$ cat config.mk
export PLATFORM = sky130hd
export DESIGN_NAME = dm_port_arbiter_flat
export DESIGN_NICKNAME = d
export VERILOG_FILES = /design/src/rtl/dm_port_arbiter_if.sv /design/src/rtl/dm_port_arbiter.sv /design/src/flat_wrapper.sv
export SDC_FILE = /design/constraint.sdc
export NUM_CORES = 1
export LEC_CHECK = 0
export BUFFER_PORTS_ARGS = -buffer_cell sky130_fd_sc_hd__buf_2
export CAP_MARGIN = 25
export CORE_ASPECT_RATIO = 1.5
export CORE_MARGIN = 4
export CORE_UTILIZATION = 39
export CTS_BUF_LIST = sky130_fd_sc_hd__clkbuf_4 sky130_fd_sc_hd__clkbuf_8
export CTS_CLUSTER_SIZE = 16
export DETAILED_ROUTE_END_ITERATION = 10
export GPL_ROUTABILITY_DRIVEN = 0
export PLACE_DENSITY = 0.68
export SETUP_SLACK_MARGIN = 0.3
export SYNTH_ARGS = -nofsm -noshare
export SYNTH_HDL_FRONTEND = slang
export SYNTH_SLANG_ARGS = --single-unit
$ cat constraint.sdc
create_clock -name clk -period 3.75 [get_ports clk]
set_input_delay 0.9375 -clock clk [delete_from_list [all_inputs] [get_ports clk]]
set_output_delay 0.9375 -clock clk [all_outputs]
set_load 0.02 [all_outputs]
$ cat src/rtl/dm_port_arbiter_if.sv
// Requester-side and RAM-side signals of the data-memory port arbiter.
// The slave modport is the arbiter's view; the master modport is the requester/RAM side.
interface dm_port_arbiter_if;
  logic        m0_req;
  logic [3:0]  m0_wen;
  logic [31:0] m0_addr;
  logic [31:0] m0_wdata;
  logic        m0_gnt;
  logic        m0_done;
  logic [31:0] m0_rdata;

  logic        m1_req;
  logic [3:0]  m1_wen;
  logic [31:0] m1_addr;
  logic [31:0] m1_wdata;
  logic        m1_gnt;
  logic        m1_done;
  logic [31:0] m1_rdata;

  logic [31:0] dm_addr;
  logic [3:0]  dm_wen;
  logic [31:0] dm_wdata;
  logic [31:0] dm_rdata;

  logic        busy;
  logic        owner;

  modport slave (
    input  m0_req, m0_wen, m0_addr, m0_wdata,
    output m0_gnt, m0_done, m0_rdata,
    input  m1_req, m1_wen, m1_addr, m1_wdata,
    output m1_gnt, m1_done, m1_rdata,
    output dm_addr, dm_wen, dm_wdata,
    input  dm_rdata,
    output busy, owner
  );

  modport master (
    output m0_req, m0_wen, m0_addr, m0_wdata,
    input  m0_gnt, m0_done, m0_rdata,
    output m1_req, m1_wen, m1_addr, m1_wdata,
    input  m1_gnt, m1_done, m1_rdata,
    input  dm_addr, dm_wen, dm_wdata,
    output dm_rdata,
    input  busy, owner
  );
endinterface

$ cat src/rtl/dm_port_arbiter.sv
// Two-requester sequencer for the synchronous data RAM: fixed priority to port 0 with a
// starvation guard for port 1, and read-latency absorption with a one-cycle done pulse.
//
// state  | meaning
// IDLE   | waiting for a request; arbitration and address/data latch happen here
// ACCESS | RAM address cycle; dm_wen driven, gnt pulse to owner
// RDWAIT | counting out the RAM read latency; read data captured on the last cycle
// DONE   | done pulse to owner
module dm_port_arbiter #(
  parameter int RD_LAT     = 2,
  parameter int STARVE_MAX = 4
) (
  input logic              clk,
  input logic              resetn,
  dm_port_arbiter_if.slave bus
);

  typedef enum logic [1:0] {IDLE, ACCESS, RDWAIT, DONE} state_t;

  state_t     state;
  logic [3:0] wen_lat;
  logic [3:0] starve_cnt;
  logic [2:0] rd_cnt;
  logic       starved;
  logic       any_req;
  logic       pick1;

  assign starved = (starve_cnt == 4'(STARVE_MAX));
  assign any_req = bus.m0_req | bus.m1_req;
  assign pick1   = bus.m1_req & (~bus.m0_req | starved);

  always_ff @(posedge clk or negedge resetn) begin
    if (!resetn) begin
      state        <= IDLE;
      wen_lat      <= '0;
      starve_cnt   <= '0;
      rd_cnt       <= '0;
      bus.dm_addr  <= '0;
      bus.dm_wen   <= '0;
      bus.dm_wdata <= '0;
      bus.m0_gnt   <= 1'b0;
      bus.m1_gnt   <= 1'b0;
      bus.m0_done  <= 1'b0;
      bus.m1_done  <= 1'b0;
      bus.m0_rdata <= '0;
      bus.m1_rdata <= '0;
      bus.busy     <= 1'b0;
      bus.owner    <= 1'b0;
    end else begin
      // pulses and the write strobe default low; each is raised for exactly one state
      bus.m0_gnt  <= 1'b0;
      bus.m1_gnt  <= 1'b0;
      bus.m0_done <= 1'b0;
      bus.m1_done <= 1'b0;
      bus.dm_wen  <= '0;

      case (state)
        IDLE: begin
          if (!bus.m1_req) starve_cnt <= '0;
          if (any_req) begin
            state        <= ACCESS;
            bus.busy     <= 1'b1;
            bus.owner    <= pick1;
            bus.dm_addr  <= pick1 ? bus.m1_addr  : bus.m0_addr;
            bus.dm_wdata <= pick1 ? bus.m1_wdata : bus.m0_wdata;
            bus.dm_wen   <= pick1 ? bus.m1_wen   : bus.m0_wen;
            wen_lat      <= pick1 ? bus.m1_wen   : bus.m0_wen;
            bus.m0_gnt   <= ~pick1;
            bus.m1_gnt   <= pick1;
            if (pick1)
              starve_cnt <= '0;
            else if (bus.m1_req && !starved)
              starve_cnt <= starve_cnt + 4'd1;
          end
        end

        ACCESS: begin
          if (wen_lat != 4'b0000) begin
            state       <= DONE;
            bus.m0_done <= ~bus.owner;
            bus.m1_done <= bus.owner;
          end else begin
            rd_cnt <= 3'(RD_LAT - 1);
            state  <= RDWAIT;
          end
        end

        RDWAIT: begin
          if (rd_cnt == 3'd0) begin
            if (bus.owner) bus.m1_rdata <= bus.dm_rdata;
            else           bus.m0_rdata <= bus.dm_rdata;
            state       <= DONE;
            bus.m0_done <= ~bus.owner;
            bus.m1_done <= bus.owner;
          end else begin
            rd_cnt <= rd_cnt - 3'd1;
          end
        end

        DONE: begin
          state    <= IDLE;
          bus.busy <= 1'b0;
        end

        default: state <= IDLE;
      endcase
    end
  end

endmodule

$ cat src/flat_wrapper.sv
// flat-port wrapper written by rule: the top's interface ports become plain ports
module dm_port_arbiter_flat 
#(
  parameter int RD_LAT     = 2,
  parameter int STARVE_MAX = 4
)
  (clk, resetn, bus_m0_req, bus_m0_wen, bus_m0_addr, bus_m0_wdata, bus_m0_gnt, bus_m0_done, bus_m0_rdata, bus_m1_req, bus_m1_wen, bus_m1_addr, bus_m1_wdata, bus_m1_gnt, bus_m1_done, bus_m1_rdata, bus_dm_addr, bus_dm_wen, bus_dm_wdata, bus_dm_rdata, bus_busy, bus_owner);
  dm_port_arbiter_if bus_i ();
  input logic clk;
  input logic resetn;
  input wire logic [$bits(bus_i.m0_req)-1:0] bus_m0_req;
  input wire logic [$bits(bus_i.m0_wen)-1:0] bus_m0_wen;
  input wire logic [$bits(bus_i.m0_addr)-1:0] bus_m0_addr;
  input wire logic [$bits(bus_i.m0_wdata)-1:0] bus_m0_wdata;
  output wire logic [$bits(bus_i.m0_gnt)-1:0] bus_m0_gnt;
  output wire logic [$bits(bus_i.m0_done)-1:0] bus_m0_done;
  output wire logic [$bits(bus_i.m0_rdata)-1:0] bus_m0_rdata;
  input wire logic [$bits(bus_i.m1_req)-1:0] bus_m1_req;
  input wire logic [$bits(bus_i.m1_wen)-1:0] bus_m1_wen;
  input wire logic [$bits(bus_i.m1_addr)-1:0] bus_m1_addr;
  input wire logic [$bits(bus_i.m1_wdata)-1:0] bus_m1_wdata;
  output wire logic [$bits(bus_i.m1_gnt)-1:0] bus_m1_gnt;
  output wire logic [$bits(bus_i.m1_done)-1:0] bus_m1_done;
  output wire logic [$bits(bus_i.m1_rdata)-1:0] bus_m1_rdata;
  output wire logic [$bits(bus_i.dm_addr)-1:0] bus_dm_addr;
  output wire logic [$bits(bus_i.dm_wen)-1:0] bus_dm_wen;
  output wire logic [$bits(bus_i.dm_wdata)-1:0] bus_dm_wdata;
  input wire logic [$bits(bus_i.dm_rdata)-1:0] bus_dm_rdata;
  output wire logic [$bits(bus_i.busy)-1:0] bus_busy;
  output wire logic [$bits(bus_i.owner)-1:0] bus_owner;
  assign bus_i.m0_req = bus_m0_req;
  assign bus_i.m0_wen = bus_m0_wen;
  assign bus_i.m0_addr = bus_m0_addr;
  assign bus_i.m0_wdata = bus_m0_wdata;
  assign bus_m0_gnt = bus_i.m0_gnt;
  assign bus_m0_done = bus_i.m0_done;
  assign bus_m0_rdata = bus_i.m0_rdata;
  assign bus_i.m1_req = bus_m1_req;
  assign bus_i.m1_wen = bus_m1_wen;
  assign bus_i.m1_addr = bus_m1_addr;
  assign bus_i.m1_wdata = bus_m1_wdata;
  assign bus_m1_gnt = bus_i.m1_gnt;
  assign bus_m1_done = bus_i.m1_done;
  assign bus_m1_rdata = bus_i.m1_rdata;
  assign bus_dm_addr = bus_i.dm_addr;
  assign bus_dm_wen = bus_i.dm_wen;
  assign bus_dm_wdata = bus_i.dm_wdata;
  assign bus_i.dm_rdata = bus_dm_rdata;
  assign bus_busy = bus_i.busy;
  assign bus_owner = bus_i.owner;
  dm_port_arbiter #(.RD_LAT(RD_LAT), .STARVE_MAX(STARVE_MAX)) u_core (.clk(clk), .resetn(resetn), .bus(bus_i));
endmodule
Yosys cells after proc, flatten, opt, wreduce, memory -nomap -nowiden. Index checks and enable logic that the tools add are counted.

Flip-flop bits (word level): 151. Bits in latches: 0. Memory bits (writable): 0. ROM bits: 0. Input bits: 172. Output and inout port bits: 138. Memories kept: 0.

$add $sub $neg: 2. $mul: 0. Divide/modulo/power cells: 0. Order comparisons: 0. Eq/ne operators: 8. Shifts and indexed selects: 0. Multiplexer cells: 28. Bitwise logic cells: 6. Reductions and logical operators: 13.

Operator list (count): $mux 32 (2); $mux 4 (7); $mux 1 (10); $reduce_and 3->1 (3); $pmux 2 s4 (1); $mux 3 (2); $pmux 1 s2 (3); $pmux 3 s2 (1); $reduce_and 2->1 (3); $add 4x1->4 const B (1); $eq 2x2->1 const B (2); $eq 4x3->1 const B (1); $mux 2 (2); $ne 2x1->1 const B (2); $ne 2x2->1 const B (2); $reduce_bool 2->1 (2); $reduce_bool 4->1 (1); $logic_not 3->1 (1); $not 1->1 (3); $sub 3x1->3 const B (1); $eq 2x1->1 const B (1); $logic_not 2->1 (1); $or 1x1->1 (2); $and 1x1->1 (1); other kinds (2) (2).

Logic depth before layout (Yosys ltp).
Depth after elaboration: 6. Depth in mapped cells: 8. Gate-level depth less buffers: 5.

Worst setup path before layout. No wires, ideal clock.

Path type: input to register. Start point: input port bus_m1_req. End point: register u_core.bus.dm_addr[23]. Library setup time: 128 ps. Data arrival time: 1755 ps. Required time: 3622 ps. Setup slack: 1867 ps. Stages: 6. Cells stage by stage: buf_4 nand4b_2 buf_2 buf_2 nand4_1 o211ai_2.

Longest elaborated chain between the ends: 2. Elaborated cells between the ends (all ways): 4. Those cells by class: mux (1); bitwise (2); reduce/logical (1).

Ends and longest elaborated chain: start: declaration (line flat_wrapper.sv:18) `input wire logic [$bits(bus_i.m1_req)-1:0] bus_m1_req;`; $and 1x1->1 or $or 1x1->1 (tied branches) (line dm_port_arbiter.sv:30, dm_port_arbiter.sv:29); $mux 32 or $reduce_and 2->1 (tied branches); end signal: assignment (line dm_port_arbiter.sv:64) `bus.dm_addr <= pick1 ? bus.m1_addr : bus.m0_addr;`; end: declaration (line dm_port_arbiter_if.sv:33) `output dm_addr, dm_wen, dm_wdata,`.

Several ways; a longest one is shown, not always the timed one. A chain may end at the register's enable or synchronous reset.

Worst setup path in the final report.
Start point: register u_core.state[0]. End point: register u_core.bus.m0_rdata[8].

Longest elaborated chain between the ends: 2.

Ends and longest elaborated chain: start: declaration (line dm_port_arbiter.sv:20) `state_t state;`; start signal: assignment (line dm_port_arbiter.sv:34) `state <= IDLE;`; start signal: assignment (line dm_port_arbiter.sv:61) `state <= ACCESS;`; start signal: assignment (line dm_port_arbiter.sv:79) `state <= DONE;`; $eq 2x2->1 (line dm_port_arbiter.sv:57) `case (state)`; $reduce_and 3->1 (no source line); end signal: assignment (line dm_port_arbiter.sv:91) `else bus.m0_rdata <= bus.dm_rdata;`; end: declaration (line dm_port_arbiter_if.sv:30) `output m0_gnt, m0_done, m0_rdata,`.

No other way between the ends.

==> load_flow_metrics.sql <==
INSERT INTO impl_metrics (metric_group, metric, value, unit) VALUES
('sta', 'hold_violations', '0', ''),
('floorplanning', 'die_height', '174', 'microns'),
('floorplanning', 'initial_utilization', '0.400', ''),
('critical_path', 'r2r_cells', '5', ''),
('logic_synthesis', 'syn_nets', '798', ''),
('global_routing', 'grt_use_total', '0.191', ''),
('layout', 'layoutNonFillerInstCount', '1129', ''),
('logic_synthesis', 'synth_top_cell_by_area', 'sky130_fd_sc_hd__dfrtp_1', ''),
('logic_synthesis', 'share_of_synthesized_registers_carrying_an_async_set_or_reset', '1.00', ''),
('drt', 'detail_route.first_pass.iterations', '6', ''),
('logic_synthesis', 'yosys.cell_types.count', '44', ''),
('sta', 'fmaxAchievable', '403', 'MHz'),
('global_routing', 'grt_max_degree', '109', ''),
('pwr', 'power.density_cell_area', '844', 'mW/mm^2'),
('drt', 'dr_total_vias', '5853', ''),
('cts', 'number_of_clock_sinks', '151', ''),
('sta', 'final.min_clock_period', '2.48', 'ns'),
('run_status', 'run_status', 'completed', ''),
('floorplanning', 'floorplan.io_pins', '310', ''),
('floorplanning', 'floorplan.core_area', '0.0180', 'sq mm'),
('pwr', 'power.leakage', '4.57', 'nW'),
('critical_path', 'worst-setup-path-type', 'reg -> reg', ''),
('cts', 'cts_max_path_buffers', '2', ''),
('critical_path', 'worst_setup_path_start_kind', 'register', ''),
('logic_synthesis', 'synth_edf_count', '0', ''),
('logic_synthesis', 'synthAdderAreaFrac', '0.0156', ''),
('floorplanning', 'dieArea', '0.0208', 'sq mm'),
('cts', 'cts.reportedPaths.clkPinSlew', '0.10', 'ns'),
('pwr', 'seqPwrFrac', '0.359', ''),
('job', 'maxCapViolations', '0', ''),
('sta', 'rsz_0062_raised_after_global_routing', 'false', ''),
('logic_synthesis', 'synth_seq_cells', '151', ''),
('logic_synthesis', 'synthesis.area', '0.00720', 'sq mm'),
('cts', 'cts_root_buffer', 'sky130_fd_sc_hd__clkbuf_8', ''),
('sta', 'finalCritPeriodShare', '0.662', ''),
('cts', 'post_cts.repair.setup_buffers', '0', ''),
('logic_synthesis', 'synth_most_common_cell', 'sky130_fd_sc_hd__dfrtp_1', ''),
('sta', 'worst_pin_slew', '0.969', 'ns'),
('logic_synthesis', 'seq_area_frac_synth', '0.525', ''),
('drt', 'drtAntennaViolNets', '0', ''),
('global_routing', 'number_of_antenna_violations_at_the_first_check_in_global_routing', '5', ''),
('critical_path', 'worst-endpoint-required', '4.08', 'ns'),
('drt', 'wl_per_cell', '17.4', 'microns'),
('logic_synthesis', 'synth_simple_gate_area_frac', '0.156', ''),
('global_routing', 'total_overflow_reported_by_the_global_router', '0', ''),
('cts', 'hold_buffers', '0', ''),
('logic_synthesis', 'synth_xor_area_frac', '0', ''),
('drt', 'drt_iter0_markers', '289', ''),
('sta', 'setup_violations', '0', ''),
('cts', 'worstSkewPairLatency', '0.46', 'ns'),
('pwr', 'power_report.internal_total', '0.00444', 'W'),
('critical_path', 'critical_path.startpoint', 'u_core.state[0]', ''),
('cts', 'htreeDepth', '4', ''),
('cts', 'cts-resized-gates', '0', ''),
('worst_hold_path', 'timing.hold.worst.class', 'in -> async', ''),
('critical_path', 'kind_of_end_point_of_the_critical_path', 'register', ''),
('logic_synthesis', 'synth_area_per_cell', '11.7', 'sq um'),
('sta', 'max_slew_margin', '0.352', ''),
('sta', 'skew', '0.0219', 'ns'),
('logic_synthesis', 'synth_top_family_by_area', 'simple AND/OR/NAND/NOR gates', ''),
('logic_synthesis', 'yosys_warn_count', '0', ''),
('global_routing', 'vias_in_the_first_global_route', '6172', ''),
('sta', 'fin_setup_tns', '0', 'ns'),
('layout', 'layout-area-overhead-vs-synth', '27.2', '%'),
('cts', 'cts_tree', 'yes', ''),
('critical_path', 'crit_fanout', '32', ''),
('logic_synthesis', 'yosys-top-cells-area', 'sky130_fd_sc_hd__dfrtp_1 52%, sky130_fd_sc_hd__mux2_2 9.4%, sky130_fd_sc_hd__o211ai_2 9.4%', ''),
('global_routing', 'grt_pass1_wl', '31900', 'microns'),
('place', 'place.detailed.instances', '1096', ''),
('pwr', 'share_clk_of_total_power', '0.172', ''),
('logic_synthesis', 'synth.top_cell.area_share', '0.525', '');
stage by stage:
step / cell area [sq um] / hold slack, ns / util / worst slack, ns / power, W
CTS: 9160 / 0.386 / 0.508 / 1.23 / 0.00785
global route: 9160 / 0.394 / 0.508 / 1.10 / 0.00829
finish: 9160 / 0.402 / 0.508 / 1.27 / 0.00774
detailed placement: 8740 / 0.466 / 0.485 / 1.01 / 0.00649
global placement: 8740 / 0.467 / 0.485 / 1.04 / 0.00642
floorplan: 7200 / 0.489 / - / 1.87 / 0.00526
critical path: stages (launching register included):
cell and delay (ns):
sky130_fd_sc_hd__dfrtp_1 0.41, sky130_fd_sc_hd__inv_1 0.18, sky130_fd_sc_hd__ha_1 0.37, sky130_fd_sc_hd__nand3b_1 0.21
sky130_fd_sc_hd__nor2_4 0.77, sky130_fd_sc_hd__mux2_2 0.42
power by group through the flow:
stage | clock (W) | combinational [W] | sequential (W)
5_1_grt | 0.00145 | 0.00395 | 0.00288
3_5_place_dp | 0 | 0.00369 | 0.00280
3_3_place_gp | 0 | 0.00362 | 0.00280
4_1_cts | 0.00138 | 0.00369 | 0.00278
2_1_floorplan | 0 | 0.00160 | 0.00365
6_report | 0.00133 | 0.00363 | 0.00278
cell type report:
cell class / count / area (sq um)
fillers: 1659 / 8860
flip-flops and latches: 151 / 3780
multi-input cells: 401 / 3010
repair buffers: 317 / 1640
well taps: 217 / 272
clock buffers: 18 / 248
clock inverters: 13 / 170
inverters: 10 / 37.5
diodes: 2 / 5.00
flip-flops by register name, summed over array words and instances (netlist names), 3 cells and up:
| register | flops |
|---|---|
| u_core.starve_cnt | 4 |
| u_core.bus.dm_addr | 32 |
| u_core.bus.dm_wen | 4 |
| u_core.wen_lat | 4 |
| u_core.rd_cnt | 3 |
| u_core.bus.m0_rdata | 32 |
| u_core.bus.m1_rdata | 32 |
| u_core.bus.dm_wdata | 32 |
path summary, 6_finish.rpt:
path                                      endpoint  slack [ns]
max in group asynchronous   u_core.bus.m1_rdata[6]        2.41
min                         u_core.bus.dm_addr[18]        0.40
min reg2reg                u_core.bus.m1_rdata[13]        0.49
min in group clk           u_core.bus.m1_rdata[13]        0.49
max reg2reg                 u_core.bus.m0_rdata[8]        1.27
max                         u_core.bus.m0_rdata[8]        1.27
logic make-up after synthesis:
| group | after synthesis |
|---|---|
| AOI/OAI and AO/OA | 92 |
| adders and majority gates | 9 |
| buffers and inverters | 65 |
| DFF | 151 |
| muxes | 67 |
| and+or+nand+nor | 233 |
layout by cell type (no fill, tap or decap), types with 5 or more instances in the layout:
master	synthesis	layout
sky130_fd_sc_hd__buf_2	19	308
sky130_fd_sc_hd__buf_4	2	6
sky130_fd_sc_hd__clkbuf_8	0	18
sky130_fd_sc_hd__dfrtp_1	151	151
sky130_fd_sc_hd__ha_1	9	8
sky130_fd_sc_hd__inv_1	10	10
sky130_fd_sc_hd__mux2_1	6	6
sky130_fd_sc_hd__mux2_2	60	60
sky130_fd_sc_hd__nand2_1	141	141
sky130_fd_sc_hd__nand4_1	69	69
sky130_fd_sc_hd__nor2_1	5	5
sky130_fd_sc_hd__o211ai_1	14	14
sky130_fd_sc_hd__o211ai_2	54	54
layer usage:
metal	share of wire	global-route usage
met1	0.40	0.226
met2	0.51	0.330
met3	0.073	0.0576
met4	0.024	0.0657
met5	0.0017	0
(Power assumes the default switching activity.)
